<file path="src/rtl/bubsysrom_pkg.sv">
// Shared types and default geometry for the BUBSYSROM colour RAM CPU interface.
package bubsysrom_pkg;

  localparam int AW_DEF = 11;
  localparam int DW_DEF = 16;

  typedef enum logic [2:0] {
    ST_IDLE    = 3'd0,
    ST_WAIT    = 3'd1,
    ST_ACCESS  = 3'd2,
    ST_CAPTURE = 3'd3,
    ST_ACK     = 3'd4
  } state_e;

endpackage

</file>
<file path="src/rtl/bubsysrom_colorram_cpuif.sv">
// 68000 access port onto the colour RAM: CPU cycles are slotted into 6 MHz
// negative-phase enables (or any cycle while blanking) and acknowledged via DTACK.
module bubsysrom_colorram_cpuif
  import bubsysrom_pkg::*;
#(
  parameter int AW = AW_DEF,
  parameter int DW = DW_DEF
) (
  input  logic          i_EMU_MCLK,
  input  logic          i_EMU_RST,
  input  logic          i_EMU_CLK6MNCEN_n,
  input  logic          i_BLK,
  input  logic [AW-1:0] i_CD,
  input  logic          i_CPU_AS_n,
  input  logic          i_COLORRAM_n,
  input  logic [AW-1:0] i_CPU_ADDR,
  input  logic          i_CPU_RW,
  input  logic          i_CPU_UDS_n,
  input  logic          i_CPU_LDS_n,
  input  logic [DW-1:0] i_CPU_DIN,
  output logic [DW-1:0] o_CPU_DOUT,
  output logic          o_CPU_DTACK_n,
  output logic [AW-1:0] o_RAM_ADDR,
  output logic [DW-1:0] o_RAM_DIN,
  output logic          o_RAM_WRH_n,
  output logic          o_RAM_WRL_n,
  input  logic [DW-1:0] i_RAM_DOUT
);

  state_e        state_q, state_d;
  logic          dtack_n_q, dtack_n_d;
  logic [DW-1:0] dout_q, dout_d;
  logic          req_s, slot_s;
  logic [AW-1:0] ram_addr_s;
  logic          ram_wrh_n_s, ram_wrl_n_s;

  assign req_s  = !i_CPU_AS_n && !i_COLORRAM_n && (!i_CPU_UDS_n || !i_CPU_LDS_n);
  assign slot_s = !i_EMU_CLK6MNCEN_n || !i_BLK;

  always_ff @(posedge i_EMU_MCLK) begin
    if (i_EMU_RST) begin
      state_q <= ST_IDLE;
    end else begin
      state_q <= state_d;
    end
  end

  always_comb begin
    state_d = state_q;
    case (state_q)
      ST_IDLE: begin
        if (req_s && slot_s) begin
          state_d = ST_ACCESS;
        end else if (req_s) begin
          state_d = ST_WAIT;
        end else begin
          state_d = ST_IDLE;
        end
      end
      // A dropped request wins over a slot arriving in the same cycle.
      ST_WAIT: begin
        if (!req_s) begin
          state_d = ST_IDLE;
        end else if (slot_s) begin
          state_d = ST_ACCESS;
        end else begin
          state_d = ST_WAIT;
        end
      end
      ST_ACCESS: begin
        if (i_CPU_RW) begin
          state_d = ST_CAPTURE;
        end else begin
          state_d = ST_ACK;
        end
      end
      ST_CAPTURE: state_d = ST_ACK;
      ST_ACK: begin
        if (i_CPU_AS_n) begin
          state_d = ST_IDLE;
        end else begin
          state_d = ST_ACK;
        end
      end
      default: state_d = ST_IDLE;
    endcase
  end

  // Write strobes are gated by reset so an aborted ACCESS never commits a write.
  always_comb begin
    ram_addr_s  = i_CD;
    ram_wrh_n_s = 1'b1;
    ram_wrl_n_s = 1'b1;
    dout_d      = dout_q;
    dtack_n_d   = (state_d == ST_ACK) ? 1'b0 : 1'b1;
    if (state_q == ST_ACCESS) begin
      ram_addr_s = i_CPU_ADDR;
      if (!i_CPU_RW && !i_EMU_RST) begin
        ram_wrh_n_s = i_CPU_UDS_n;
        ram_wrl_n_s = i_CPU_LDS_n;
      end else begin
        ram_wrh_n_s = 1'b1;
        ram_wrl_n_s = 1'b1;
      end
    end else if (state_q == ST_CAPTURE) begin
      dout_d = i_RAM_DOUT;
    end else begin
      dout_d = dout_q;
    end
  end

  always_ff @(posedge i_EMU_MCLK) begin
    if (i_EMU_RST) begin
      dtack_n_q <= 1'b1;
      dout_q    <= '0;
    end else begin
      dtack_n_q <= dtack_n_d;
      dout_q    <= dout_d;
    end
  end

  assign o_CPU_DTACK_n = dtack_n_q;
  assign o_CPU_DOUT    = dout_q;
  assign o_RAM_ADDR    = ram_addr_s;
  assign o_RAM_DIN     = i_CPU_DIN;
  assign o_RAM_WRH_n   = ram_wrh_n_s;
  assign o_RAM_WRL_n   = ram_wrl_n_s;

endmodule

</file>
<file path="config.mk">
export PLATFORM = sky130hd
export DESIGN_NAME = bubsysrom_colorram_cpuif
export DESIGN_NICKNAME = d
export VERILOG_FILES = /design/src/rtl/bubsysrom_pkg.sv /design/src/rtl/bubsysrom_colorram_cpuif.sv
export SDC_FILE = /design/constraint.sdc
export NUM_CORES = 1
export LEC_CHECK = 0
export CORE_MARGIN = 2
export CORE_UTILIZATION = 26
export CTS_BUF_LIST = sky130_fd_sc_hd__clkbuf_2 sky130_fd_sc_hd__clkbuf_4 sky130_fd_sc_hd__clkbuf_8
export DETAILED_ROUTE_END_ITERATION = 7
export PLACE_DENSITY = 0.77
export SYNTH_ARGS = -nofsm -noshare
export SYNTH_HDL_FRONTEND = slang
export SYNTH_SLANG_ARGS = --single-unit
</file>
<file path="constraint.sdc">
create_clock -name i_EMU_MCLK -period 1.53 [get_ports i_EMU_MCLK]
set_input_delay 0.306 -clock i_EMU_MCLK [delete_from_list [all_inputs] [get_ports i_EMU_MCLK]]
set_output_delay 0.306 -clock i_EMU_MCLK [all_outputs]
set_load 0.005 [all_outputs]
</file>
==> results.yml <==
timing:
  fin_ws_ps: -373
  fmax_mhz: 525
  post-route-period-util_pct: 124
  grt_setup_unrepaired: "true"
  worst_slew_pin_slew_ps: 382
  post-route-min-period_ps: 1900
  slew-limit-headroom_pct: 74.3
  fin_worst_skew_ps: 6.83
  setup_tns_ps: -4470
  setup_violations: 13
  finalMaxSlewViolations: 0
  hold_viol: 0
routing:
  wl_per_cell_um: 11.8
  drt-total-wl_um: 2900
  dr_wl_met2_um: 1560
  postRouteAntennaNets: 0
  wl_met1_um: 1160
  drt-initial-drc-count: 27
  routed_via_density: 4.27
  dr_wl_met3_um: 182
  drc: 0
  top_layer: "met3"
  vias: 1051
  drt_pass1_iterations: 4
place:
  place_area_um2: 1760
  io_buffers: 76
  dp.cells: 234
  gp_congestion: 0.630
  dp.final_hpwl_um: 2140
layout:
  drive_above_1_share_pct: 25.3
  insertedDiodeCount: 0
  fin_util_pct: 52.9
  fillers: 363
  mostFrequentLayoutCells: "clkdlybuf4s50_1, nand2_1, buf_6, a21oi_1, dfxtp_1"
  final_cells: 246
  final_area_um2: 1960
  final_common_cell: "clkdlybuf4s50_1"
  final_nets: 262
  synthToLayoutAreaGrowth_pct: 93.1
floorplan:
  rows: 22
  die_h_um: 66.6
  die_area_um2: 4430
  core-area_um2: 3720
  io_pins: 109
  die_w_um: 66.6
  start_util_pct: 27.4
global_route:
  grt_pass1_vias: 1025
  grt_max_degree: 20
  grt_overflow_total: 0
  grt_first_pass_wirelength_um: 4690
  track_usage_pct: 13.6
  antenna_found_initial: 0
power_and_ir_drop:
  report.power.total_mw: 1.32
  peakVddDrop_v: 0.000544
  total_leakage_power_nw: 0.748
  p_per_area_nw_per_um2: 674
status:
  status: "complete, but fails checks"
  violations: "negative setup slack"
worst_setup_path:
  r2r-end: "state_q[0]"
  r2r-start: "state_q[0]"
  critPathLaunchType: "register"
  crit_path_end: "o_RAM_ADDR[6]"
  reg2regPathDepth: 7
  cp.arrival_ps: 1600
  rrSetupSlack_ps: 150
  cp-end-kind: "primary output"
  crit_fanout: 5
  critPathRequiredTime_ps: 1220
  criticalPathCategory: "register to primary output"
  startpoint: "state_q[0]"
flow_run:
  drv_cap: 0
cts:
  clockBufferDepth: 2
  htree_levels: 1
  cts_root_buf: "clkbuf_8"
  holdBufCountCts: 0
  cts_tree: "built"
  clk_latency_ps: 250
  cts_buffers: 3
  clk_pin_slew_ps: 70
  cts.sinks: 20
synth:
  synthCells: 122
  synth_seq_cells: 20
  synth_warnings: 0
  yosysSeqAreaShare_pct: 39.4
  yosysUniqueCellTypes: 24
  syn_nets: 185
  syn-cell-area_um2: 1020
  synth_area_per_cell_um2: 8.34
worst_hold_path:
  min_path_type: "register to register"
  worstHoldPathCells: 2
## metrics by stage
step	hold slack, ps	setup slack [ps]
6_report	453	-373
4_1_cts	458	-396
2_1_floorplan	442	47.5
5_1_grt	472	-443
3_3_place_gp	441	-487
3_5_place_dp	447	-513
## worst min-delay path by stage
| stage | from | to | slack, ps |
|---|---|---|---|
| after floorplan | i_RAM_DOUT[0] | o_CPU_DOUT[0] | 440 |
| after global placement | o_CPU_DOUT[10] | o_CPU_DOUT[10] | 440 |
| after detailed placement | o_CPU_DOUT[4] | o_CPU_DOUT[4] | 450 |
| after CTS | o_CPU_DOUT[4] | o_CPU_DOUT[4] | 460 |
| after global routing | o_CPU_DOUT[6] | o_CPU_DOUT[6] | 470 |
| final | o_CPU_DOUT[8] | o_CPU_DOUT[8] | 450 |
## cell usage after synthesis, drive strengths merged
library cell	number	share of area, %
buf	20	14
o21ai	1	0.49
a31oi	1	0.62
nor3b	1	1.8
nor4	1	0.62
clkbuf	2	0.86
nand3b	1	0.74
dfxtp	20	39
inv	1	0.37
nand2	35	13
mux2	11	12
or2	1	0.62
nor2	1	0.37
and3b	1	0.86
nand2b	2	1.2
nand3	1	0.49
nand4	1	0.62
or4b	2	2.0
a21oi	18	8.9
nor4b	1	0.86
## state kept, by name, indices dropped and copies added (netlist names)
register	cells
o_CPU_DOUT	16
o_CPU_DTACK_n	1
state_q	3
## per-layer routing
| layer | track usage, % | up-vias |
|---|---|---|
| met2 | 24.6 | 34 |
| li1 | - | 545 |
| met3 | 5.41 | 0 |
| met5 | 0 | - |
| met1 | 15.0 | 472 |
| met4 | 2.30 | 0 |
## final cells by class
type                            instances  area [µm²]  area share, %
Clock inverter                          1        30.0           1.53
Clock buffer                            3        41.3           2.10
Tap cell                               48        60.1           3.06
Sequential cell                        20         404           20.6
Inverter                                1        3.75          0.191
Multi-Input combinational cell         79         498           25.4
Timing Repair Buffer                   94         927           47.2
## critical path, cell delays in order (launching register included)
cell and delay [ps]:
dfxtp_2 330, nor3b_4 330, buf_6 170, buf_6 100, mux2_4 300, buf_6 110
## kinds of logic (layout without fill, tap and decap cells)
group           count (synthesis)  count (layout)  synth area share (%)
flops                          20              20                  39.4
simple gates                   48              48                  23.1
compound gates                 20              20                  9.96
buf+inv                        23              99                  15.4
mux                            11              11                  12.2
## where the power goes
| group | internal (mW) | leakage, nW | switching (mW) |
|---|---|---|---|
| clock | 0.349 | 0.0357 | 0.166 |
| combinational | 0.208 | 0.550 | 0.0738 |
| sequential | 0.525 | 0.163 | 0.00262 |
## timing repair
action | 4_1_cts | 5_1_grt
setup buffers | 7 | 1
resized for setup | 82 | 2
endpoints found under the setup margin | 13 | 13
pin swaps | 1 | 1
(Power assumes the default switching activity.)
